## src/rtl/date_counter_if.sv

```systemverilog
// Date counter port bundle: tick/load controls, leap_year_check max_day feedback and the date outputs.
// master drives controls and max_day; slave is the date_counter itself.
interface date_counter_if;
  logic       day_tick;
  logic       set_en;
  logic [4:0] set_day;
  logic [3:0] set_month;
  logic [9:0] set_year;
  logic [4:0] max_day;
  logic [4:0] day;
  logic [3:0] month;
  logic [9:0] year;
  logic       busy;
  logic       set_err;
  logic       year_wrap;

  modport master (
    output day_tick, set_en, set_day, set_month, set_year, max_day,
    input  day, month, year, busy, set_err, year_wrap
  );

  modport slave (
    input  day_tick, set_en, set_day, set_month, set_year, max_day,
    output day, month, year, busy, set_err, year_wrap
  );
endinterface

```

## src/rtl/date_counter.sv

```systemverilog
// Calendar day/month/year register stage with validated user loads.
// Year is an offset from 2025; max_day is fed back from leap_year_check for the current month/year.
module date_counter #(
  parameter int unsigned YEAR_MAX = 974
) (
  input  logic          clk,
  input  logic          rst,
  date_counter_if.slave bus
);

  // state  | meaning
  // IDLE   | advance on ticks, accept loads, drain a pending tick
  // VERIFY | one cycle after a load; clamp day to the new month's max_day
  typedef enum logic {IDLE, VERIFY} state_t;

  localparam logic [9:0] YEAR_LAST = 10'(YEAR_MAX);

  state_t     state_q, state_d;
  logic [4:0] day_q, day_d;
  logic [3:0] month_q, month_d;
  logic [9:0] year_q, year_d;
  logic       busy_q, busy_d;
  logic       set_err_q, set_err_d;
  logic       year_wrap_q, year_wrap_d;
  logic       pend_q, pend_d;

  logic [4:0] inc_day;
  logic [3:0] inc_month;
  logic [9:0] inc_year;
  logic       inc_wrap;
  logic       set_ok;

  // Next date after one day, from the current registers and max_day.
  always_comb begin
    inc_day   = day_q;
    inc_month = month_q;
    inc_year  = year_q;
    inc_wrap  = 1'b0;
    if (day_q < bus.max_day) begin
      inc_day = day_q + 5'd1;
    end else begin
      inc_day = 5'd1;
      if (month_q < 4'd12) begin
        inc_month = month_q + 4'd1;
      end else begin
        inc_month = 4'd1;
        if (year_q < YEAR_LAST) begin
          inc_year = year_q + 10'd1;
        end else begin
          inc_year = 10'd0;
          inc_wrap = 1'b1;
        end
      end
    end
  end

  assign set_ok = (bus.set_month != 4'd0) && (bus.set_month <= 4'd12) &&
                  (bus.set_day != 5'd0) && (bus.set_year <= YEAR_LAST);

  always_comb begin
    state_d     = state_q;
    day_d       = day_q;
    month_d     = month_q;
    year_d      = year_q;
    busy_d      = 1'b0;
    set_err_d   = 1'b0;
    year_wrap_d = 1'b0;
    pend_d      = pend_q;

    case (state_q)
      IDLE: begin
        if (pend_q) begin
          // A tick arriving now is banked so only one day advances per cycle.
          day_d       = inc_day;
          month_d     = inc_month;
          year_d      = inc_year;
          year_wrap_d = inc_wrap;
          pend_d      = bus.day_tick;
        end else if (bus.set_en) begin
          if (set_ok) begin
            day_d   = bus.set_day;
            month_d = bus.set_month;
            year_d  = bus.set_year;
            state_d = VERIFY;
            busy_d  = 1'b1;
          end else begin
            set_err_d = 1'b1;
          end
        end else if (bus.day_tick) begin
          day_d       = inc_day;
          month_d     = inc_month;
          year_d      = inc_year;
          year_wrap_d = inc_wrap;
        end
      end
      VERIFY: begin
        // max_day now reflects the loaded month/year; a zero max_day is never written into day.
        if ((day_q > bus.max_day) && (bus.max_day != 5'd0)) begin
          day_d     = bus.max_day;
          set_err_d = 1'b1;
        end
        if (bus.day_tick) begin
          pend_d = 1'b1;
        end
        state_d = IDLE;
      end
      default: begin
        state_d = IDLE;
      end
    endcase
  end

  always_ff @(posedge clk or posedge rst) begin
    if (rst) begin
      state_q     <= IDLE;
      day_q       <= 5'd1;
      month_q     <= 4'd1;
      year_q      <= 10'd0;
      busy_q      <= 1'b0;
      set_err_q   <= 1'b0;
      year_wrap_q <= 1'b0;
      pend_q      <= 1'b0;
    end else begin
      state_q     <= state_d;
      day_q       <= day_d;
      month_q     <= month_d;
      year_q      <= year_d;
      busy_q      <= busy_d;
      set_err_q   <= set_err_d;
      year_wrap_q <= year_wrap_d;
      pend_q      <= pend_d;
    end
  end

  assign bus.day       = day_q;
  assign bus.month     = month_q;
  assign bus.year      = year_q;
  assign bus.busy      = busy_q;
  assign bus.set_err   = set_err_q;
  assign bus.year_wrap = year_wrap_q;

endmodule

```

## src/flat_wrapper.sv

```systemverilog
// flat-port wrapper written by rule: the top's interface ports become plain ports
module date_counter_flat 
#(
  parameter int unsigned YEAR_MAX = 974
)
  (clk, rst, bus_day_tick, bus_set_en, bus_set_day, bus_set_month, bus_set_year, bus_max_day, bus_day, bus_month, bus_year, bus_busy, bus_set_err, bus_year_wrap);
  date_counter_if bus_i ();
  input  logic clk;
  input  logic rst;
  input wire logic [$bits(bus_i.day_tick)-1:0] bus_day_tick;
  input wire logic [$bits(bus_i.set_en)-1:0] bus_set_en;
  input wire logic [$bits(bus_i.set_day)-1:0] bus_set_day;
  input wire logic [$bits(bus_i.set_month)-1:0] bus_set_month;
  input wire logic [$bits(bus_i.set_year)-1:0] bus_set_year;
  input wire logic [$bits(bus_i.max_day)-1:0] bus_max_day;
  output wire logic [$bits(bus_i.day)-1:0] bus_day;
  output wire logic [$bits(bus_i.month)-1:0] bus_month;
  output wire logic [$bits(bus_i.year)-1:0] bus_year;
  output wire logic [$bits(bus_i.busy)-1:0] bus_busy;
  output wire logic [$bits(bus_i.set_err)-1:0] bus_set_err;
  output wire logic [$bits(bus_i.year_wrap)-1:0] bus_year_wrap;
  assign bus_i.day_tick = bus_day_tick;
  assign bus_i.set_en = bus_set_en;
  assign bus_i.set_day = bus_set_day;
  assign bus_i.set_month = bus_set_month;
  assign bus_i.set_year = bus_set_year;
  assign bus_i.max_day = bus_max_day;
  assign bus_day = bus_i.day;
  assign bus_month = bus_i.month;
  assign bus_year = bus_i.year;
  assign bus_busy = bus_i.busy;
  assign bus_set_err = bus_i.set_err;
  assign bus_year_wrap = bus_i.year_wrap;
  date_counter #(.YEAR_MAX(YEAR_MAX)) u_core (.clk(clk), .rst(rst), .bus(bus_i));
endmodule
```

## config.mk

```make
export PLATFORM = sky130hd
export DESIGN_NAME = date_counter_flat
export DESIGN_NICKNAME = d
export VERILOG_FILES = /design/src/rtl/date_counter_if.sv /design/src/rtl/date_counter.sv /design/src/flat_wrapper.sv
export SDC_FILE = /design/constraint.sdc
export NUM_CORES = 1
export LEC_CHECK = 0
export CORE_ASPECT_RATIO = 0.6
export CORE_MARGIN = 3
export CORE_UTILIZATION = 42
export CTS_CLUSTER_SIZE = 10
export DETAILED_ROUTE_END_ITERATION = 12
export PLACE_DENSITY = 0.71
export RECOVER_POWER = 100
export SLEW_MARGIN = 10
export SYNTH_ARGS = -nofsm -noshare
export SYNTH_HDL_FRONTEND = slang
export SYNTH_SLANG_ARGS = --single-unit
```

## constraint.sdc

```tcl
create_clock -name clk -period 3.23 [get_ports clk]
set_input_delay 0.969 -clock clk [delete_from_list [all_inputs] [get_ports clk]]
set_output_delay 0.969 -clock clk [all_outputs]
set_load 0.05 [all_outputs]
```

# Word-level counts from Yosys, hierarchy flattened
# Cells that the tools add are included.
op_classes:
  add_sub_neg: 3
  reduce_logical: 10
  mul: 0
  n_bitwise: 1
  n_div: 0
  eq_ne: 5
  n_lt_le_gt_ge: 6
  shifts: 0
  n_mux: 40
op_table:
  columns: ["op", "n"]
  rows:
  - ["$mux 10", 7]
  - ["$mux 5", 6]
  - ["$mux 4", 6]
  - ["$mux 1", 17]
  - ["$add 10x1->10 const B", 1]
  - ["$le 10x10->1 const B", 1]
  - ["$lt 10x10->1 const B", 1]
  - ["$pmux 5 s2", 1]
  - ["$reduce_bool 5->1", 2]
  - ["$pmux 1 s2", 3]
  - ["$reduce_and 3->1", 2]
  - ["$add 5x1->5 const B", 1]
  - ["$gt 5x5->1", 1]
  - ["$lt 5x5->1", 1]
  - ["$add 4x1->4 const B", 1]
  - ["$le 4x4->1 const B", 1]
  - ["$logic_and 1x1->1", 4]
  - ["$lt 4x4->1 const B", 1]
  - ["$ne 2x2->1 const B", 2]
  - ["$ne 4x2->1 const B", 1]
  - ["$ne 4x3->1 const B", 1]
  - ["$reduce_bool 4->1", 1]
  - ["$ne 3x1->1 const B", 1]
  - ["$reduce_bool 3->1", 1]
  - ["$not 1->1", 1]
word_totals:
  rom_bits: 0
  mem_count: 0
  elab_cells: 73
  latchBits: 0
  ram_bits: 0
  regBits: 24

# Longest topological paths before layout
# Gate-level depths: netlist of run 1.
depth:
  depth_word: 8
  ltp_mapped: 9

# Worst setup path before layout of run 1
# OpenSTA, ideal clock, no wires.
synth_path:
  kind: "input-to-reg"
  from: "in bus_max_day[4]"
  to: "reg u_core.day_q[3] (netlist: u_core.bus.day[3])"
  t_required_ns: 3.105
  setup_slack_ns: 0.390
  arrival_time_ns: 2.715
  stages: 9
  path_cell_list: "inv_1 > ha_1 > a21oi_1 > o21a_1 > and2_1 > clkbuf_1 > a2bb2oi_1 > nand2b_1 > mux2_2"
synth_between:
  elab_chain_cells: 6
  elab_cells_between_ends: 11
synth_rtl:
  columns: ["element", "line", "rtl"]
  rows:
  - ["start, declared", "flat_wrapper.sv:15", "input wire logic [$bits(bus_i.max_day)-1:0] bus_max_day;"]
  - ["$lt 5x5->1", "date_counter.sv:39", "if (day_q < bus.max_day) begin"]
  - ["$mux 5", "date_counter.sv:39", null]
  - ["$mux 5", "date_counter.sv:89", "end else if (bus.day_tick) begin"]
  - ["$mux 5", "date_counter.sv:79", "end else if (bus.set_en) begin"]
  - ["$mux 5", "date_counter.sv:72", "if (pend_q) begin"]
  - ["$pmux 5 s2", "date_counter.sv:70", "case (state_q)"]
  - ["end signal, assigned", "date_counter.sv:125", "day_q <= day_d;"]
  - ["end, declared", "date_counter.sv:19", "logic [4:0] day_q, day_d;"]
# Parallel ways exist; a longest one is shown, timed or not. The select of a mux whose other input is x is not followed.
# A chain may end at the register's enable or synchronous reset.

# Worst setup path in the final report of run 1
layout_path:
  from: "in bus_max_day[4]"
  to: "reg u_core.year_q[4] (netlist: u_core.bus.year[4])"
layout_between:
  elab_chain_cells: 5
layout_rtl:
  columns: ["element", "line", "rtl"]
  rows:
  - ["$lt 5x5->1 (*)", "date_counter.sv:39", null]
  - ["$mux 10 (*)", "date_counter.sv:39", null]
  - ["$mux 10", "date_counter.sv:89", null]
  - ["$mux 10", "date_counter.sv:79", null]
  - ["$mux 10 (*)", "date_counter.sv:72", null]
  - ["end signal, assigned", "date_counter.sv:127", "year_q <= year_d;"]
  - ["end, declared", "date_counter.sv:21", "logic [9:0] year_q, year_d;"]
# Mark *: on every way between the ends. The rest lies on a longest branch, timed or not. The select of a mux whose other input is x is not followed.

==> results of run 1 <==
## power groups by stage
stage	logic (mW)	clock network, mW	registers, mW
final	1.28	0.181	0.587
after global routing	1.38	0.199	0.618
after CTS	1.34	0.188	0.591
after detailed placement	1.34	0	0.594
after global placement	1.33	0	0.592
after floorplan	0.511	0	0.949
## worst paths after layout
path | from | end | cells past startpoint
max | bus_max_day[4] | u_core.bus.year[4]$_DFFE_PP0P_ | 9
min | u_core.bus.month[0]$_DFFE_PP1P_ | u_core.bus.month[0]$_DFFE_PP1P_ | 1
max reg2reg | u_core.bus.day[4]$_DFFE_PP0P_ | u_core.bus.year[4]$_DFFE_PP0P_ | 7
min reg2reg | u_core.bus.month[0]$_DFFE_PP1P_ | u_core.bus.month[0]$_DFFE_PP1P_ | 1
max in group asynchronous | rst | u_core.bus.day[4]$_DFFE_PP0P_ | 3
min in group asynchronous | rst | u_core.bus.year_wrap$_DFF_PP0_ | 3
## layout by cell type, fill, tap and decap left out, types with 4 or more instances in the layout
cell,instances
dlygate4sd3_1,25
clkdlybuf4s50_1,24
nor2_1,23
dfrtp_1,21
nand2_1,17
a21oi_1,11
inv_1,11
o21ai_0,11
nand3_1,8
ha_1,8
buf_4,8
o22a_1,5
a31oi_1,4
o31ai_1,4
mux2_2,4
nor3_1,4
clkbuf_1,4
## kinds of logic after synthesis
| group | count (synthesis) | synth area share |
|---|---|---|
| AOI/OAI and AO/OA | 66 | 0.2816 |
| xor gates and xnor gates | 2 | 0.01011 |
| adders and majority gates | 9 | 0.06354 |
| buffers and inverters | 21 | 0.05199 |
| DFF | 23 | 0.3336 |
| muxes | 4 | 0.02599 |
| and+or+nand+nor | 79 | 0.2332 |
## registers in the layout, indices dropped and copies added (netlist names)
signal and count:
u_core.pend_q 1, u_core.bus.day 5, u_core.bus.year_wrap 1, u_core.bus.set_err 1
u_core.bus.busy 1, u_core.bus.month 4, u_core.bus.year 10
## stage by stage
step	hold slack (ns)	power, mW	util	cells
6_report	0.5512	2.049	0.6237	307
5_1_grt	0.5836	2.201	0.6237	307
4_1_cts	0.5529	2.120	0.6273	307
3_5_place_dp	0.5393	1.930	0.6155	303
3_3_place_gp	0.5362	1.921	0.6155	303
2_1_floorplan	0.6044	1.460	-	204
## area by class of cell
cell class | instances | area, um^2
multi-input combinational | 160 | 1065
fill | 340 | 1433
timing repair buffer | 62 | 586.8
clock buffer | 4 | 45.04
sequential | 23 | 578.1
tap | 47 | 58.81
inverter | 11 | 41.29
## metal layers
layer  global-route usage  vias up  part of all wire
met3              0.04734        4             0.075
met4              0.02802        0            0.0049
met5                    0        -                 0
met1               0.3358      830              0.52
li1                     -      881                 -
met2               0.2759       75              0.40
==> impl_metrics.yaml, run 1 <==
logic_synthesis:
  ys_seq_elements: 23
  synth_cell_types: 51
  synth_area_leaders: "dfrtp_1 30%, ha_1 5.8%, nor2_1 5.0%, nand2_1 3.7%, a21oi_1 3.2%"
  syn_area_per_cell_um2: 8.495
  synth_edf_count: 0
  synthFlopType: "dfrtp_1"
  synth_common_cells: "23 x nor2_1, 21 x dfrtp_1, 17 x nand2_1"
  seq_area_frac_synth: 0.3336
  synth_top_area_frac: 0.3032
  yosysWarnings: 0
  yosys.area.top_type: "dfrtp_1"
  synth-async-reset-ratio: 1.000
  syn-cell-area_um2: 1733
  synthCells: 204
  yosysMostFrequentCell: "nor2_1"
  synth_fp_nets: 240
layout:
  syn2layout_area_growth_pct: 37.04
  nNetsFinal: 297
  drive_above_1_share: 0.08846
  fin_area_um2: 2375
  antenna_cells: 0
worst_setup_path:
  cp_max_fo: 6
  cp_slowest_cell: "clkdlybuf4s50_1"
  critPathTopFamily: "compound AO/OA/AOI/OAI gates"
  critPathKind: "input pin to flop"
  required_ns: 3.40
  start_kind: "input pin"
  path_cells: "clkdlybuf4s50_1, inv_1, ha_1, nand4_1, or2_0, a21o_1, or2_1, o311a_1, o31ai_1"
  endpoint_kind: "flop"
  critical_path_buf_inv_count: 2
  worstPathArrival_ns: 3.25
  r2r_slack_ns: 0.94
  cpPeakStageDelay_ns: 0.48
timing:
  finalCritPeriodShare: 0.9513
  tns_ns: 0
  slew_headroom: 0.1387
  timing.final.ws_setup_ns: 0.1573
  rsz0062_at_grt: "false"
  fin_crit_ns: 3.073
  worst_pin_slew_ns: 1.292
  setup_violations: 0
  fmax_mhz: 325.4
  finalHoldViolCount: 0
  fin_skew_ns: 0.002637
  drv_slew: 0
global_route:
  grt_pass1_wl_um: 8224
  antenna_found_initial: 0
  grt_overflow: 0
  grt_pass1_vias: 1635
  grt_start_max_net_pins: 31
  grt_usage: 0.2063
clock_tree:
  clock_sinks: 23
  cts_setup_buffers: 0
  clkLatencyLatePin_ns: 0.26
  cts_max_level: 1
  clockRootBuffer: "clkbuf_8"
  cts_hold_buf: 0
  clk_pin_slew_ns: 0.08
  clockBufferDepth: 2
  cts_buffers: 3
  cts_resized: 0
  cts_tree: "yes"
placement:
  numPortBuffers: 49
  post_dp_cell_area_um2: 2344
  dpl.hpwl_um: 3736
  gp_congestion: 0.8336
  preCtsSetupSlack_ns: -0.1196
run:
  drv_cap: 0
pwr:
  pwr-share-clk: 0.088
  swShare: 0.5212
  ir_worst_vdd_mv: 0.4873
  p_int_mw: 0.9812
  pwr-share-comb: 0.625
  pwr_density_cell_nw_per_um2: 863.0
  p_sw_mw: 1.068
  p_leak_nw: 0.9593
  pwr-share-seq: 0.287
detailed_routing:
  via_per_inst: 5.831
  wl_per_cell_um: 15.84
  drt-initial-drc-count: 147
  vias: 1790
  drc: 0
  drt-total-wl_um: 4862
  first_pass_iters: 5
  antenna_left: 0
outcome:
  status: "finished clean"
floorplan:
  placementRows: 17
  die_y_um: 55.76
  ios: 50
  initial_utilization: 0.4551
  chipWidth_um: 88.93
  core_region_area_um2: 3807
  dieArea_um2: 4958
worst_hold_path:
  hold_class: "flop to flop"
(Power assumes the default switching activity.)
==> run 2, diff against run 1 <==
GPL_ROUTABILITY_DRIVEN = 0   (was not set)
==> results of run 2 <==
Final layout, timing and power as in run 1 (identical DEF).
==> run 3, diff against run 2 <==
clock period = 3.4 ns   (was 3.23 ns; I/O delays follow)
==> run 3 against run 2 <==
  * Utilization is 0.46 points lower
  * Clock power is 6% lower
  * First-iteration DRC count is 10% higher
  * Clock skew hardly changed
  * Critical path depth stayed put
  * Design area is 0.74% lower
  * Total power is 5.1% lower
  * Sequential share of layout area is 0.18 points higher
  * Largest power group unchanged
==> impl_metrics.yaml, run 3 (synthesis results as in run 1) <==
worst_setup_path:
  critPathKind: "input pin to flop"
  required_ns: 3.55
  cpPeakStageDelay_ns: 0.49
  r2r-start: "u_core.bus.day[4]$_DFFE_PP0P_"
  r2r_slack_ns: 1.06
  start_kind: "input pin"
  critPathTopFamily: "compound AO/OA/AOI/OAI gates"
  critical_path_buf_inv_count: 2
  path_cells: "clkdlybuf4s50_1, inv_1, ha_1, a21oi_1, o21a_1, and2_0, a2bb2oi_1, nand2b_1, mux2_2"
  cp_max_fo: 5
  endpoint_kind: "flop"
  reg2reg_depth: 7
  cp_slowest_cell: "clkdlybuf4s50_1"
  worstPathArrival_ns: 3.34
  rr_endpoint: "u_core.bus.day[1]$_DFFE_PP0P_"
layout:
  nNetsFinal: 292
  fin_area_um2: 2357
  finalNonFillerCells: 302
  final_core_util: 0.6191
  drive_above_1_share: 0.07843
  largest_reg_flops: 10
  syn2layout_area_growth_pct: 36.03
  final_common_cell: "dlygate4sd3_1"
  layout_common_cells: "25 x dlygate4sd3_1, 24 x clkdlybuf4s50_1, 23 x nor2_1, 21 x dfrtp_1, 17 x nand2_1"
  antenna_cells: 0
  fillers: 308
timing:
  finalHoldViolCount: 0
  timing.final.ws_setup_ns: 0.2125
  slew_headroom: 0.1417
  fin_crit_ns: 3.188
  drv_slew: 0
  finalCritPeriodShare: 0.9375
  rsz0062_at_grt: "false"
  fin_skew_ns: 0.002358
  fmax_mhz: 313.7
  worst_pin_slew_ns: 1.287
  setup_violations: 0
global_route:
  antenna_found_initial: 0
  grt_start_max_net_pins: 31
  grt_pass1_vias: 1573
  grt_pass1_wl_um: 8052
  grt_usage: 0.2031
  grt_overflow: 0
clock_tree:
  clockRootBuffer: "clkbuf_8"
  cts_tree: "yes"
  cts_buffers: 3
  cts_resized: 0
  clkLatencyLatePin_ns: 0.26
  clk_pin_slew_ns: 0.08
  cts_setup_buffers: 0
  clock_sinks: 23
  clockBufferDepth: 2
  cts_max_level: 1
  cts_hold_buf: 0
placement:
  preCtsSetupSlack_ns: -0.001875
  numPortBuffers: 49
  dpl.hpwl_um: 3637
  dp_cells: 298
  post_dp_cell_area_um2: 2318
detailed_routing:
  drt-total-wl_um: 4787
  first_pass_iters: 4
  via_per_inst: 5.808
  vias: 1754
  drc: 0
  antenna_left: 0
  wl_per_cell_um: 15.85
  drt-initial-drc-count: 162
worst_hold_path:
  hold_depth: 1
  whs_endpoint: "u_core.bus.month[0]$_DFFE_PP1P_"
  hold_start: "u_core.bus.month[0]$_DFFE_PP1P_"
  hold_class: "flop to flop"
floorplan:
  core_region_area_um2: 3807
  chipWidth_um: 88.93
  ios: 50
  die_y_um: 55.76
  placementRows: 17
  initial_utilization: 0.4551
  dieArea_um2: 4958
pwr:
  p_leak_nw: 0.9470
  finalPower_mw: 1.945
  pwr_density_cell_nw_per_um2: 825.1
  ir_worst_vdd_mv: 0.5378
outcome:
  status: "finished clean"
run:
  drv_cap: 0
==> run 3: changes by cell type in the layout (fill, tap and decap cells not counted), sizes merged <==
| cell | before | now |
|---|---|---|
| buf | 9 | 6 |
| clkbuf | 8 | 6 |
==> run 3: layout make-up <==
cell class              instances  area (um^2)  area share
well taps                      47        58.81     0.02495
repair buffers                 57        569.3      0.2415
multi-input cells             160         1065      0.4517
flip-flops and latches         23        578.1      0.2452
inverters                      11        41.29     0.01752
clock buffers                   4        45.04     0.01911
==> run 3: worst max-delay path by stage <==
stage                               from                              to  slack [ns]  cells after the start
after detailed placement  bus_max_day[4]   u_core.bus.day[1]$_DFFE_PP0P_      -0.002                      9
after floorplan           bus_max_day[4]   u_core.bus.day[3]$_DFFE_PP0P_        0.51                      9
final                     bus_max_day[4]   u_core.bus.day[1]$_DFFE_PP0P_        0.21                      9
after global routing      bus_max_day[4]   u_core.bus.day[1]$_DFFE_PP0P_        0.07                      9
after CTS                 bus_max_day[4]   u_core.bus.day[1]$_DFFE_PP0P_        0.28                      9
after global placement    bus_max_day[4]  u_core.bus.year[4]$_DFFE_PP0P_        0.05                      9
==> run 3: power breakdown <==
part | total, mW | internal (mW) | switching [mW]
Combinational | 1.22 | 0.466 | 0.754
Clock | 0.171 | 0.0836 | 0.0871
Sequential | 0.555 | 0.392 | 0.163
==> run 3: stage by stage <==
step / hold WS (ns) / TNS, ns
2_1_floorplan: 0.6044 / 0
3_3_place_gp: 0.5465 / 0
3_5_place_dp: 0.5425 / -0.001875
4_1_cts: 0.5555 / 0
5_1_grt: 0.5822 / 0
6_report: 0.5525 / 0
==> run 3: routing by layer <==
metal	wire length (um)	share of wire	track usage
met5	0	0	0
met1	2478	0.52	0.3418
met3	421	0.088	0.03698
met4	17	0.0036	0.02586
met2	1870	0.39	0.2664
==> edit 1, RTL diff (settings of run 2) <==
Make the reset (`rst`) synchronous in one clocked block.
--- a/src/rtl/date_counter.sv
+++ b/src/rtl/date_counter.sv
@@ -110,7 +110,7 @@
     endcase
   end
 
-  always_ff @(posedge clk or posedge rst) begin
+  always_ff @(posedge clk) begin
     if (rst) begin
       state_q     <= IDLE;
       day_q       <= 5'd1;
Formal check against the unedited RTL: differs if rst is asserted again (counterexample within 4 cycles, from zero or initial values and one cycle with rst high); with rst held inactive, the same outputs for 10 cycles.
==> edit 1 against run 2 <==
- die area fell by 0.66%
- hold slack got worse by 0.028 ns
- setup slack improved by 0.10 ns
- synthesized cell count rose by 9.3%
- routed wire length rose by 19%
- count of clock-buffer cells in the layout did not move
- first-iteration DRC count rose by 100%
- area after synthesis fell by 0.72%
- clock skew barely moved
- sequential cell count did not move
- final area fell by 0.21%
Power is not compared: it rests on default switching activity, and its combinational part moved more than twofold at a synthesized area within 25%.
==> edit 1: results (changes against run 2) <==
| Metric | Value |
|---|---|
| First-pass GRT wire length | 9420 µm (+15%) |
| FF-to-FF path depth | 8 (+1) |
| Wire per inst | 17.8 µm (+12%) |
| WHS | 0.524 ns (-0.0275 ns) |
| Hold Path Depth | 2 (+1) |
| Dpl cell area | 2330 µm² (-0.69%) |
| Worst R2R Start | u_core.bus.day[2] |
| Yosys cell types | 60 (+18%) |
| Share of cells above drive strength 1 | 11.5% (+2.6 points) |
| Syn nets | 259 (+7.9%) |
| Hpwl dp | 4590 µm (+23%) |
| Routed wire length | 5800 µm (+19%) |
| CP Max Fanout | 8 (+2) |
| Vias | 2043 (+14%) |
| Hold Path Sink | u_core.pend_q |
| Synthesis-to-finish area growth | 37.7% |
| Tot GR Track Use | 24.3% (+3.7 points) |
| Vias in the first global route | 1737 (+6.2%) |
| Async set-reset flop share out of synthesis | 0% (-100 points) |
| R2r endpoint | u_core.bus.day[3] |
| Layout Nets | 316 (+6.4%) |
| Min-delay src | u_core.pend_q |
| Pin count of the biggest net entering global routing | 19 (-39%) |
| Post-CTS Setup Bufs | 0 (unchanged) |
| Worst clock skew | 0.00255 ns (-0.0000848 ns) |
| Placement Setup Slack | -0.0147 ns (+0.105 ns) |
| Top cells by area, synth | dfxtp_1 27%, ha_1 5.8%, a21oi_1 5.5% |
| Clock root cell | clkbuf_8 |
| Synth Instances | 223 (+9.3%) |
| Top cells by count, synth | 24 x nor2_1, 23 x dfxtp_1, 19 x a21oi_1, 19 x nand2_1, 14 x o21ai_0 |
| Initial drt markers | 299 (+100%) |
| Most used flip-flop cell after synthesis | dfxtp_1 |
| Slew Limit Headroom | 61.2% (+47 points) |
| Flop-to-flop setup slack | 1.00 ns (+0.06 ns) |
| Number of fill cells in the layout | 341 (+0.29%) |
| Register area share after synthesis | 26.8% (-6.6 points) |
| Tcrit/Tclk final | 92.0% (-3.2 points) |
| Status | completed |
| Sequential logic power | 356 µW |
| CP top delay family | compound AO/OA/AOI/OAI gates |
[edit 1: cell types whose count changed in the layout (fill, tap and decap cells not counted), sizes merged, moves of 3 or more]
cell,delta
a211oi,+3
a311oi,+3
buf,+4
a21oi,+8
o22a,-5
dfrtp,-21
o41ai,+4
dfxtp,+23
o311ai,-3
o21ai,+4
a2111oi,+3
inv,-5
nor3,+4
[edit 1: kinds of logic (layout without fill, tap and decap cells)]
family	Yosys count	in the layout	synth area share (%)
AOI/OAI and AO/OA	81	81	33.7
xor gates and xnor gates	3	3	1.53
adders and majority gates	8	8	5.82
buffers and inverters	19	75	4.94
DFF	23	23	26.8
muxes	4	4	2.47
and+or+nand+nor	85	85	24.7
[edit 1: layer usage]
metal / track usage, % / vias to the layer above / wire length [µm] / share of wire (%)
met5: 0 / - / 0 / 0
met4: 2.37 / 0 / 18 / 0.31
met3: 7.84 / 6 / 754 / 13
met2: 27.0 / 138 / 2080 / 36
met1: 43.2 / 927 / 2950 / 51
li1: - / 972 / - / -
[edit 1: repair_timing]
action                     4_1_cts  5_1_grt
setup endpoints to repair        0        1
resized for setup                0        1
hold buffers                     0        0
[edit 1: worst max path at each step]
stage	start	end	cells past startpoint
finish	bus_max_day[2]	u_core.bus.day[3]	10
CTS	bus_max_day[3]	u_core.bus.year[3]	11
detailed placement	bus_max_day[2]	u_core.bus.day[3]	10
global placement	bus_max_day[3]	u_core.bus.year[3]	11
global route	bus_max_day[3]	u_core.bus.year[3]	11
floorplan	bus_max_day[4]	u_core.bus.year[4]	9
[edit 1: layout make-up]
type / instances / share of cell area [%]
repair buffers: 65 / 25.4
multi-input cells: 181 / 49.8
well taps: 47 / 2.48
flip-flops and latches: 23 / 19.4
clock buffers: 4 / 1.90
inverters: 6 / 0.950
==> edit 2, RTL diff (flow settings as in run 2) <==
Without the edit above. `YEAR_MAX` is set to 974 in 2 places; all go to 487.
--- a/src/rtl/date_counter.sv
+++ b/src/rtl/date_counter.sv
@@ -1,7 +1,7 @@
 // Calendar day/month/year register stage with validated user loads.
 // Year is an offset from 2025; max_day is fed back from leap_year_check for the current month/year.
 module date_counter #(
-  parameter int unsigned YEAR_MAX = 974
+  parameter int unsigned YEAR_MAX = 487
 ) (
   input  logic          clk,
   input  logic          rst,
--- a/src/flat_wrapper.sv
+++ b/src/flat_wrapper.sv
@@ -1,7 +1,7 @@
 // flat-port wrapper written by rule: the top's interface ports become plain ports
 module date_counter_flat 
 #(
-  parameter int unsigned YEAR_MAX = 974
+  parameter int unsigned YEAR_MAX = 487
 )
   (clk, rst, bus_day_tick, bus_set_en, bus_set_day, bus_set_month, bus_set_year, bus_max_day, bus_day, bus_month, bus_year, bus_busy, bus_set_err, bus_year_wrap);
   date_counter_if bus_i ();
Formal check against the unedited RTL: not equivalent (a bounded check fails within 4 cycles, from zero or initial values and one cycle with rst high).
==> edit 2 against run 2 <==
- power barely moved
- fmax rose by 1.5%
- hold slack got worse by 0.0052 ns
- area after synthesis rose by 0.29%
- clock power rose by 2%
- sequential cell count did not move
- final area fell by 0.26%
- routed wire length rose by 9.7%
- setup slack improved by 0.046 ns
==> edit 2: results (changes against run 2) <==
| Metric | Value |
|---|---|
| Wire per inst | 16.9 µm (+6.9%) |
| Initial drt markers | 168 (+14%) |
| Register area share after synthesis | 33.3% (-0.096 points) |
| Max reg flops | 10 (unchanged) |
| Slowest cell on crit path | clkdlybuf4s50_1 |
| Top cells by count, synth | 21 x dfrtp_1, 20 x nand2_1, 20 x o21ai_0 |
| DRT Pass-1 Iters | 5 (unchanged) |
| Post-CTS Resized | 0 (unchanged) |
| Status | completed |
| Clock Tree Buf Depth | 2 (unchanged) |
| Number of fill cells in the layout | 339 (-0.29%) |
| First-pass GRT wire length | 8690 µm (+5.6%) |
| Routed wire length | 5330 µm (+9.7%) |
| Pin count of the biggest net entering global routing | 24 (-23%) |
| Post-CTS Setup Bufs | 0 (unchanged) |
| Dpl cell area | 2340 µm² (-0.32%) |
| CP arrival | 3.18 ns (-0.07 ns) |
| Maximum VDD drop | 523 µV (+7.2%) |
| Hpwl dp | 4100 µm (+9.8%) |
| Slew Limit Headroom | 14.6% (+0.75 points) |
| Initial antenna violation count | 0 (unchanged) |
| N_diodes | 0 (unchanged) |
| Final Hold Vio Count | 0 (unchanged) |
| Most used flip-flop cell after synthesis | dfrtp_1 |
| Input/output buffers | 49 (unchanged) |
| Clock root cell | clkbuf_8 |
| Via density | 6.00 (+2.9%) |
| CTS clk-pin slew, worst paths | 0.09 ns |
| Tot GR Track Use | 22.0% (+1.3 points) |
| Slowest stage delay, CP | 0.48 ns (about the same) |
| Yosys cell types | 54 (+5.9%) |
| Async set-reset flop share out of synthesis | 100% (unchanged) |
| Synth Instances | 212 (+3.9%) |
| CP Max Fanout | 9 (+3) |
| Remaining routing DRC violations | 0 (unchanged) |
| Pleak | 0.000989 µW (+3.1%) |
| Top cells by area, synth | dfrtp_1 30%, ha_1 5.8%, o21ai_0 5.8% |
| Clk Latency, worst-skew pair | 0.27 ns |
| Worst clock skew | 0.00536 ns (+0.00272 ns) |
| Vias in the first global route | 1704 (+4.2%) |
| Cts bufs inserted | 3 (unchanged) |
| Yosys synthesis warning count | 0 (unchanged) |
| Syn nets | 248 (+3.3%) |
| Share of cells above drive strength 1 | 10.4% (+1.6 points) |
| Layout Nets | 305 (+2.7%) |
| Placement Setup Slack | -0.0812 ns (+0.0384 ns) |
## edit 2: final timing paths
kind,startpoint,endpoint,slack [ns],depth (start not counted)
max,bus_max_day[2],u_core.bus.day[3],0.20,9
min,u_core.bus.month[0],u_core.bus.month[0],0.55,2
max in group asynchronous,rst,u_core.bus.day[3],0.92,3
max reg2reg,u_core.bus.day[2],u_core.bus.day[3],0.92,7
min reg2reg,u_core.bus.month[0],u_core.bus.month[0],0.55,2
min in group asynchronous,rst,u_core.pend_q,1.55,3
## edit 2: logic make-up (layout without fill, tap and decap cells)
group	after synthesis	in the layout	share of synthesized area, %
adders and majority gates	9	9	6.34
muxes	2	2	1.30
DFF	23	23	33.3
buffers and inverters	24	80	5.83
and+or+nand+nor	76	76	22.6
AOI/OAI and AO/OA	76	76	29.7
xor gates and xnor gates	2	2	1.01
## edit 2: final cells by class
type	count	area, µm²	share of cell area (%)
multi-input cells	165	1050	44.5
repair buffers	62	581	24.5
flip-flops and latches	23	578	24.4
well taps	47	58.8	2.48
inverters	14	52.6	2.22
clock buffers	4	45.0	1.90
## edit 2: metal layers
metal	up-vias	global-route usage (%)	wire length, µm
met5	-	0	0
met4	0	3.82	39
li1	907	-	-
met3	7	3.99	456
met2	103	28.4	2090
met1	872	36.9	2750
## edit 2: critical path: cells and delay by family
kind | cells | cell delay, ns
AOI/OAI and AO/OA | 4 | 0.84
adders and majority gates | 1 | 0.29
buffers and inverters | 3 | 0.72
muxes | 1 | 0.36
## edit 2: power breakdown
group / internal (µW) / switching (µW) / total [µW] / leakage [µW]
sequential: 409 / 171 / 580 / 0.000280
clock: 88.3 / 97.0 / 185 / 0.0000228
combinational: 452 / 834 / 1290 / 0.000687
total: 949 / 1100 / 2050 / 0.000989
